--- src/rtl/sram_bus_arbiter.sv ---
// sram_bus_arbiter: round-robin CPU/DMA arbiter for the byte-wide SRAM register bus,
// with a bounded DMA burst and a wait-state watchdog.
module sram_bus_arbiter #(
    parameter int AW           = 16,
    parameter int DW           = 8,
    parameter int MAX_BURST    = 4,
    parameter int WAIT_TIMEOUT = 255
) (
    input  logic          clk,
    input  logic          nrst,
    input  logic          cpu_cs,
    input  logic          cpu_oe,
    input  logic          cpu_we,
    input  logic [AW-1:0] cpu_a,
    input  logic [DW-1:0] cpu_d_out,
    output logic [DW-1:0] cpu_d_in,
    output logic          cpu_wait,
    input  logic          dma_req,
    input  logic          dma_we,
    input  logic [AW-1:0] dma_a,
    input  logic [DW-1:0] dma_d_out,
    output logic [DW-1:0] dma_d_in,
    output logic          dma_gnt,
    output logic          dma_ack,
    output logic          tgt_cs,
    output logic          tgt_oe,
    output logic          tgt_we,
    output logic [AW-1:0] tgt_a,
    output logic [DW-1:0] tgt_d_out,
    input  logic [DW-1:0] tgt_d_in,
    input  logic          tgt_wait,
    output logic          timeout_err
);
    localparam int BW = (MAX_BURST > 1) ? $clog2(MAX_BURST) : 1;
    localparam int WW = (WAIT_TIMEOUT > 1) ? $clog2(WAIT_TIMEOUT) : 1;
    localparam logic [BW-1:0] BMAX = BW'(MAX_BURST - 1);
    localparam logic [WW-1:0] WMAX = WW'(WAIT_TIMEOUT - 1);

    typedef enum logic [1:0] {IDLE, OWN_C, OWN_D} state_t;

    state_t        r_state, w_state_n;
    logic          r_last, w_last_n;
    logic [BW-1:0] r_burst, w_burst_n;
    logic [WW-1:0] r_wait, w_wait_n;
    logic          w_req, w_to, w_rdy;

    // r_last = 1 means D was served last, so C wins the next tie
    assign w_req = (r_state == OWN_C) ? cpu_cs : (r_state == OWN_D) ? dma_req : 1'b0;
    assign w_to  = (WAIT_TIMEOUT != 0) && w_req && tgt_wait && (r_wait == WMAX);
    assign w_rdy = ~tgt_wait | w_to;

    assign timeout_err = w_to;
    assign cpu_d_in    = (w_to && r_state == OWN_C) ? {DW{1'b1}} : tgt_d_in;
    assign dma_d_in    = (w_to && r_state == OWN_D) ? {DW{1'b1}} : tgt_d_in;

    always_comb begin
        w_state_n = r_state;
        w_last_n  = r_last;
        w_burst_n = r_burst;
        w_wait_n  = (w_req && tgt_wait && !w_to) ? r_wait + 1'b1 : '0;
        tgt_cs    = 1'b0;
        tgt_oe    = 1'b0;
        tgt_we    = 1'b0;
        tgt_a     = '0;
        tgt_d_out = '0;
        dma_gnt   = 1'b0;
        dma_ack   = 1'b0;
        cpu_wait  = cpu_cs;
        case (r_state)
            IDLE: begin
                w_state_n = (cpu_cs && (!dma_req || r_last)) ? OWN_C : dma_req ? OWN_D : IDLE;
            end
            OWN_C: begin
                tgt_cs    = cpu_cs;
                tgt_oe    = cpu_oe;
                tgt_we    = cpu_we;
                tgt_a     = cpu_a;
                tgt_d_out = cpu_d_out;
                cpu_wait  = cpu_cs & ~w_rdy;
                w_state_n = (!cpu_cs || w_rdy) ? IDLE : OWN_C;
                w_last_n  = (cpu_cs && w_rdy) ? 1'b0 : r_last;
            end
            OWN_D: begin
                tgt_cs    = 1'b1;
                tgt_oe    = ~dma_we;
                tgt_we    = dma_we;
                tgt_a     = dma_a;
                tgt_d_out = dma_d_out;
                dma_gnt   = 1'b1;
                dma_ack   = dma_req & w_rdy;
                if (dma_ack)
                    w_burst_n = (r_burst == BMAX) ? r_burst : r_burst + 1'b1;
                // the burst counter saturates so a late CPU request still forces a release
                if (!dma_req || (dma_ack && (w_to || (cpu_cs && r_burst == BMAX)))) begin
                    w_state_n = IDLE;
                    w_last_n  = 1'b1;
                    w_burst_n = '0;
                end
            end
            default: w_state_n = IDLE;
        endcase
    end

    always_ff @(posedge clk or negedge nrst) begin
        if (!nrst) begin
            r_state <= IDLE;
            r_last  <= 1'b1;
            r_burst <= '0;
            r_wait  <= '0;
        end else begin
            r_state <= w_state_n;
            r_last  <= w_last_n;
            r_burst <= w_burst_n;
            r_wait  <= w_wait_n;
        end
    end
endmodule
--- config.mk ---
export PLATFORM = sky130hd
export DESIGN_NAME = sram_bus_arbiter
export DESIGN_NICKNAME = d
export VERILOG_FILES = /design/src/rtl/sram_bus_arbiter.sv
export SDC_FILE = /design/constraint.sdc
export NUM_CORES = 1
export LEC_CHECK = 0
export ABC_AREA = 1
export BUFFER_PORTS_ARGS = -buffer_cell sky130_fd_sc_hd__buf_2
export CORE_ASPECT_RATIO = 1.1
export CORE_MARGIN = 2
export CORE_UTILIZATION = 30
export CTS_BUF_LIST = sky130_fd_sc_hd__clkbuf_8
export CTS_CLUSTER_SIZE = 20
export DETAILED_ROUTE_END_ITERATION = 10
export GPL_TIMING_DRIVEN = 1
export PLACE_DENSITY = 0.7
export SETUP_SLACK_MARGIN = 0.5
export SYNTH_ARGS = -nofsm -noshare
export SYNTH_HDL_FRONTEND = slang
export SYNTH_SLANG_ARGS = --single-unit
--- constraint.sdc ---
create_clock -name clk -period 3.4 [get_ports clk]
set_input_delay 0.51 -clock clk [delete_from_list [all_inputs] [get_ports clk]]
set_output_delay 0.51 -clock clk [all_outputs]
set_load 0.05 [all_outputs]
* Word-level counts from Yosys, hierarchy flattened *
Cells that the tools add are included.

storage, ports and cells
  flip-flop bits (word level) = 13
  input bits = 64

cells by class
  add/sub/neg operators = 2
  equal/unequal tests = 7
  multiplexer cells = 24
  bitwise logic cells = 6
  reduce and logical (&&, ||, !) cells = 21

operator list
  kind                   count
  $pmux W16 S2           1
  $mux W8                3
  $pmux W8 S2            1
  $mux W2                6
  $logic_and A1 B1 Y1    9
  $add A8 B1 Y8 const B  1
  $eq A8 B8 Y1 const B   1
  $mux W1                8
  $pmux W1 S2            4
  $ne A2 B1 Y1 const B   3
  $pmux W2 S3            1
  $reduce_and A3 Y1      2
  $eq A2 B2 Y1 const B   2
  $logic_or A1 B1 Y1     4
  $reduce_bool A2 Y1     2
  $logic_not A1 Y1       3
  $not A1 Y1             3
  $add A2 B1 Y2 const B  1
  $and A1 B1 Y1          2
  $eq A2 B1 Y1 const B   1
  $logic_not A2 Y1       1
  $or A1 B1 Y1           1

* Depth between registers and ports, before layout *
Gate-level depths: netlist (run 1).

  depth in word-level cells = 11
  gate-level depth with buffers = 11
  gate-level depth less buffers = 11

* Least setup slack after synthesis (run 1) *
No wires, ideal clock.

  kind = reg-to-output
  start point = reg r_state[0]
  end point = out cpu_d_in[0]
  arrival time = 2.236 ns
  required time = 2.890 ns
  setup slack = 0.654 ns
  cell stages (with the launch flop) = 11
  cells stage by stage = dfrtp_1 > inv_1 > ha_1 > nand2_1 > nand2_1 > nand2_2 > nor2_2 > nand3_1 > inv_2 > nand2_2 > nand2_1

on the way
  longest elaborated chain between the ends = 7
  elaborated cells on any way between the ends = 8

ends and longest elaborated chain
  what                                line  RTL
  start, declared                     41    state_t r_state, w_state_n;
  start signal, assigned              111   r_state <= w_state_n;
  $eq A2 B2 Y1                        48    assign w_req = (r_state == OWN_C) ? cpu_cs : (r_state == OWN_D) ? dma_req : 1'b0;
  $mux W1                             48
  $mux W1 *                           48
  $logic_and A1 B1 Y1 * (2 in a row)  49    assign w_to = (WAIT_TIMEOUT != 0) && w_req && tgt_wait && (r_wait == WMAX);
  net timeout_err                     32    output logic timeout_err
  $logic_and A1 B1 Y1 *               53    assign cpu_d_in = (w_to && r_state == OWN_C) ? {DW{1'b1}} : tgt_d_in;
  $mux W8 *                           53
  end, declared                       16    output logic [DW-1:0] cpu_d_in,

Mark *: on every way through the listed nets, which the timed path passes. The rest lies on a longest branch.

* Final worst setup path (run 1) *
  start point = reg r_state[0]
  end point = out tgt_d_out[6]

on the way
  longest elaborated chain between the ends = 2
  elaborated cells on any way between the ends = 3

ends and longest elaborated chain
  what                                                 line  RTL
  $eq A2 B2 Y1 / $eq A2 B1 Y1 (equally long branches)  69    case (r_state)
  $pmux W8 S2 *                                        69
  end, declared                                        29    output logic [DW-1:0] tgt_d_out,

Every way passes the cells marked *; elsewhere a longest branch is shown, timed or not.

==> results of run 1 <==
## where the power goes
part           internal [W]  switching (W)  leakage, nW  total (W)
Clock             0.0000807      0.0000518       0.0255   0.000133
Combinational      0.000211       0.000651        0.917   0.000862
Sequential         0.000185      0.0000221        0.175   0.000207
Total              0.000477       0.000725         1.12    0.00120
## placed cells by master, fill, tap and decap left out, types with 2 or more instances in the layout
master	instances
buf_4	3
a21oi_1	28
nor2_1	12
nor3b_1	3
inv_1	24
buf_2	110
clkbuf_8	3
ha_1	5
nand2_1	95
nor3_1	2
nand2_2	4
inv_2	3
nand3_1	8
dfrtp_1	12
## sequential cells by signal (all words and copies together) (netlist names)
name / count
r_last: 1
r_burst: 2
r_wait: 8
r_state: 2
## worst reg2reg max path, cell delays in order (launching register included)
cell and delay (ns):
dfrtp_1 0.39, inv_1 0.11, ha_4 0.26, inv_1 0.08, nand2_1 0.08, nand2_2 0.07, nor2_2 0.10, nand2_1 0.20
nor3b_1 0.29
## layout make-up
class,count,area [sq um]
clock buffers,3,41.3
well taps,52,65.1
fillers,436,2090
inverters,28,105
flip-flops and latches,13,327
multi-input cells,169,821
clock inverters,1,5.00
repair buffers,113,573
## routing by layer
metal,share of wire,GRT usage
met3,0.092,0.0248
met5,0,0
met1,0.42,0.195
met4,0.013,0.0544
met2,0.48,0.297
## through the flow
step / total power (W) / hold slack [ns]
2_1_floorplan: 0.000860 / 0.214
3_3_place_gp: 0.00106 / 0.408
3_5_place_dp: 0.00106 / 0.408
4_1_cts: 0.00120 / 0.146
5_1_grt: 0.00129 / 0.151
6_report: 0.00120 / 0.143
## cells by family after synthesis
family / synth area share
compound gates: 0.148
xor+xnor: 0.0138
fa+ha+maj: 0.0589
buf+inv: 0.109
flops: 0.256
simple gates: 0.414
## worst max path at each step
stage                           start  depth (start not counted)      endpoint  slack (ns)
2_1_floorplan  r_state[0]$_DFFE_PN0P_                         10   cpu_d_in[0]        0.65
5_1_grt        r_state[0]$_DFFE_PN0P_                          6      tgt_a[6]        0.62
4_1_cts        r_state[1]$_DFFE_PN0P_                         11   dma_d_in[7]        0.54
6_report       r_state[0]$_DFFE_PN0P_                          6  tgt_d_out[6]        0.80
3_3_place_gp   r_state[1]$_DFFE_PN0P_                         11   cpu_d_in[2]        0.86
3_5_place_dp   r_state[1]$_DFFE_PN0P_                         11   dma_d_in[7]        0.81
==> results.sh, run 1 <==
export IMPL_core_area_sq_mm=0.00402
export IMPL_syn_area_per_cell_sq_um=5.84
export IMPL_grt_pass1_vias=1501
export IMPL_ys_top_cells_by_area="nand2_1 28%, dfrtp_1 24%, a21oi_1 11%, inv_1 7.1%, ha_1 5.9%"
export IMPL_clock_path_buffers=2
export IMPL_worst_setup_path_start_kind="flop"
export IMPL_nNetsFinal=398
export IMPL_cts_tree="done"
export IMPL_gr_total_overflow=0
export IMPL_diodes=0
export IMPL_dpl_cell_count=375
export IMPL_path_clk_slew_ns=0.05
export IMPL_syn_inst=218
export IMPL_timing_final_crit_share=0.765
export IMPL_drtIter0Drc=37
export IMPL_power_density_mw_per_mm2=620
export IMPL_clock_sinks=13
export IMPL_worstPathRequired_ns=2.89
export IMPL_path_max_fanout=15
export IMPL_maxSlewViolCount=0
export IMPL_synth_edf_count=0
export IMPL_final_util=0.481
export IMPL_cts_resized_gates=0
export IMPL_setup_violations=0
export IMPL_worstPathCellList="inv_1, ha_1, clkinv_1, buf_4, a21oi_1, buf_2"
export IMPL_final_layout_size_suffix_gt1_frac=0.398
export IMPL_clock_fmax_mhz=384
export IMPL_finalSetupTns_ns=0
export IMPL_cp_top_family="buffers and inverters"
export IMPL_endpoint_kind="primary output"
export IMPL_ys_seq_area_frac=0.256
export IMPL_dpl_instance_area_sq_mm=0.00188
export IMPL_ctsHoldBuffers=0
export IMPL_clkLatencyLatePin_ns=0.24
export IMPL_relSlewSlack=0.754
export IMPL_yosys_area_top_type="nand2_1"
export IMPL_synth_main_ff_cell="dfrtp_1"
export IMPL_finalHoldViolations=0
export IMPL_path_class="reg -> out"
export IMPL_io_buffers=110
export IMPL_antenna_found_initial=0
export IMPL_root_buffer="clkbuf_8"
export IMPL_min_path_type="in -> async"
export IMPL_die_x_um=66.1
export IMPL_yosys_warnings=0
export IMPL_synth_cell_types=27
export IMPL_cts_buffers=3
export IMPL_postCtsSetupRepairBufs=0
export IMPL_reg2reg_slack_ns=1.73
export IMPL_timing_rr_end="r_wait[5]$_DFF_PN0_"
export IMPL_dp_slack_ns=0.807
export IMPL_grt_setup_unrepaired="no"
export IMPL_grt_pass1_wl_um=6280
export IMPL_synth_top_area_share=0.280
export IMPL_syn_num_nets=288
export IMPL_critPathSlowestCell="dfrtp_1"
export IMPL_num_rows=24
export IMPL_fin_area_sq_mm=0.00194
export IMPL_worst_path_buf_inv=4
export IMPL_rr_worst_depth=8
export IMPL_fin_crit_ns=2.60
export IMPL_area_delta_synth_final_pct=52.1
export IMPL_netlist_area_sq_mm=0.00127
export IMPL_dp_hpwl_um=3430
export IMPL_grt_start_max_net_pins=33
export IMPL_arrival_ns=2.09
export IMPL_async_reset_ff_frac=1.00
export IMPL_p_leak_nw=1.12
export IMPL_drt_pass1_iterations=4
export IMPL_status="finished, final reports clean"
export IMPL_die_h_um=72.3
export IMPL_gp_congestion=0.752
export IMPL_yosys_register_bits=13
export IMPL_cap_viol_max_count=0
export IMPL_synth_most_common_cell="nand2_1"
export IMPL_critPathMaxStageDelay_ns=0.42
export IMPL_via_per_inst=4.50
export IMPL_fin_ws_ns=0.798
export IMPL_clock_skew_ns=0.00309
export IMPL_num_io_pins=111
export IMPL_tightest_slew_ns=0.367
export IMPL_via_count=1704
export IMPL_wl_um=4220
export IMPL_drc=0
export IMPL_wl_per_cell_um=11.1
export IMPL_grt_util_all_layers=0.164
export IMPL_ir_drop_mv=0.342
export IMPL_rr_startpoint="r_state[1]$_DFFE_PN0P_"
export IMPL_start_util=0.317
export IMPL_ctsHtreeMaxLevel=1
export IMPL_synth_common_cells="95 x nand2_1, 28 x a21oi_1, 24 x inv_1"
export IMPL_ant_nets=0
export IMPL_dieArea_sq_mm=0.00478
export IMPL_layoutNonFillerInstCount=379
No activity file was read; power rests on OpenSTA's default activity.
==> inputs of run 2 (changes only) <==
==> constraint.sdc (replaced) <==
create_clock -name clk -period 2.5 [get_ports clk]
set_input_delay 0.375 -clock clk [delete_from_list [all_inputs] [get_ports clk]]
set_output_delay 0.375 -clock clk [all_outputs]
set_load 0.05 [all_outputs]
==> run 2 against run 1 <==
Critical path depth increased by 4. Worst setup slack worse by 0.54 ns. Flip-flop and latch count stayed put. Non-clock buffer count rose by 19. Sequential share of layout area decreased by 6.0 points. Hold slack worse by 0.14 ns. Global-route usage increased by 3.4 points. First-iteration DRC count increased by 57%. Combinational power up 130%. Via count grew 11%. Register-to-register slack worse by 1.2 ns. Final cell count grew 5.0%. Largest power group unchanged.
==> results.sh, run 2 (synthesis results as in run 1) <==
export IMPL_grt_util_all_layers=0.198
export IMPL_dp_slack_ns=0.252
export IMPL_num_rows=24
export IMPL_critPathMaxStageDelay_ns=0.41
export IMPL_ctsHoldBuffers=0
export IMPL_finalSetupTns_ns=0
export IMPL_final_layout_size_suffix_gt1_frac=0.595
export IMPL_switching_share=0.547
export IMPL_antenna_found_initial=0
export IMPL_worst_path_buf_inv=3
export IMPL_io_buffers=110
export IMPL_wl_um=5390
export IMPL_crit_end="cpu_d_in[1]"
export IMPL_num_io_pins=111
export IMPL_rr_startpoint="r_state[0]$_DFFE_PN0P_"
export IMPL_path_max_fanout=8
export IMPL_fin_ws_ns=0.262
export IMPL_start_util=0.317
export IMPL_via_per_inst=4.74
export IMPL_final_common_cell="nand2_1"
export IMPL_gr_total_overflow=0
export IMPL_dp_hpwl_um=3550
export IMPL_core_area_sq_mm=0.00402
export IMPL_drt_pass1_iterations=4
export IMPL_clock_fmax_mhz=447
export IMPL_num_fill_cells=285
export IMPL_wl_per_cell_um=13.5
export IMPL_largest_reg_flops=8
export IMPL_final_cell_mix="75 x nand2_1, 67 x buf_2, 22 x buf_6"
export IMPL_drtIter0Drc=58
export IMPL_worstPathRequired_ns=2.12
export IMPL_reg_top3="r_wait x8, r_burst x2, r_state x2"
export IMPL_tightest_slew_ns=0.349
export IMPL_die_h_um=72.3
export IMPL_finalHoldViolations=0
export IMPL_ant_nets=0
export IMPL_area_delta_synth_final_pct=137
export IMPL_cap_viol_max_count=0
export IMPL_p_leak_nw=1.38
export IMPL_timing_final_crit_share=0.895
export IMPL_clock_sinks=13
export IMPL_relSlewSlack=0.767
export IMPL_whs_ns=0.00298
export IMPL_clock_skew_ns=0.00256
export IMPL_grt_pass1_wl_um=7600
export IMPL_cp_top_family="simple AND/OR/NAND/NOR gates"
export IMPL_clkLatencyLatePin_ns=0.24
export IMPL_cts_buffers=3
export IMPL_ctsHtreeMaxLevel=1
export IMPL_die_x_um=66.1
export IMPL_dieArea_sq_mm=0.00478
export IMPL_grt_start_max_net_pins=33
export IMPL_timing_rr_end="r_burst[0]$_DFFE_PN0P_"
export IMPL_pwr_share_seq=0.116
export IMPL_reg2reg_slack_ns=0.58
export IMPL_worstPathCellList="buf_6, ha_4, nand2_2, nand2_2, nor2_4, nand3_4, inv_8, nand2_8, nand2_8, buf_8"
export IMPL_nNetsFinal=417
export IMPL_cts_tree="done"
export IMPL_drc=0
export IMPL_diodes=0
export IMPL_path_class="reg -> out"
export IMPL_endpoint_kind="primary output"
export IMPL_arrival_ns=1.86
export IMPL_maxSlewViolCount=0
export IMPL_clock_path_buffers=2
export IMPL_min_path_type="in -> async"
export IMPL_rr_worst_depth=13
export IMPL_crit_start="r_state[0]$_DFFE_PN0P_"
export IMPL_fin_crit_ns=2.24
export IMPL_final_util=0.749
export IMPL_critPathSlowestCell="dfrtp_1"
export IMPL_cp_num_cells=10
export IMPL_p_switching_w=0.00132
export IMPL_internal_power_w=0.00110
export IMPL_via_count=1886
export IMPL_p_comb_frac=0.808
export IMPL_gp_congestion=0.808
export IMPL_ir_drop_mv=0.355
export IMPL_grt_setup_unrepaired="yes"
export IMPL_root_buffer="clkbuf_8"
export IMPL_setup_violations=0
export IMPL_worst_setup_path_start_kind="flop"
export IMPL_path_clk_slew_ns=0.05
export IMPL_top_register="r_wait"
export IMPL_status="finished, final reports clean"
export IMPL_power_density_mw_per_mm2=802
export IMPL_clkPwrFrac=0.076
export IMPL_grt_pass1_vias=1708
==> run 2: stage by stage <==
stage	power [W]	area, sq um	std cells
floorplan	0.00146	1770	218
global placement	0.00175	2390	376
detailed placement	0.00176	2390	376
CTS	0.00222	2870	390
global route	0.00253	3020	398
finish	0.00242	3020	398
==> run 2: final cells by class <==
class,instances,area [sq um],share of cell area
clock inverter,1,5.00,0.00166
timing repair buffer,132,1130,0.373
multi-input combinational,169,1340,0.443
inverter,28,115,0.0382
sequential,13,327,0.108
tap,52,65.1,0.0216
clock buffer,3,41.3,0.0137
==> run 2: power by group through the flow <==
stage / Combinational (W) / Sequential, W / Clock (W)
4_1_cts: 0.00175 / 0.000278 / 0.000190
6_report: 0.00195 / 0.000281 / 0.000184
3_3_place_gp: 0.00147 / 0.000285 / 0
3_5_place_dp: 0.00147 / 0.000287 / 0
2_1_floorplan: 0.00118 / 0.000280 / 0
5_1_grt: 0.00204 / 0.000284 / 0.000204
==> run 2: metal layers <==
layer / global-route usage / vias to the layer above / share of wire
li1: - / 935 / -
met1: 0.213 / 868 / 0.36
met2: 0.383 / 79 / 0.56
met3: 0.0527 / 4 / 0.072
met4: 0.0363 / 0 / 0.0080
met5: 0 / - / 0
==> run 2: how the worst min path moves through the flow <==
stage	slack [ns]	end	cells past startpoint
after floorplan	0.08	r_burst[0]$_DFFE_PN0P_	0
final	0.003	r_wait[4]$_DFF_PN0_	1
after global placement	0.27	r_wait[5]$_DFF_PN0_	1
after global routing	0.02	r_wait[1]$_DFF_PN0_	1
after detailed placement	0.28	r_wait[4]$_DFF_PN0_	1
after CTS	0.01	r_wait[4]$_DFF_PN0_	1
==> run 2: repair_timing <==
action	4_1_cts	5_1_grt
buffers inserted	10	5
hold endpoints to repair	0	0
setup endpoints to repair	46	46
cloned	0	3
pin swaps	5	12
resized for setup	110	13
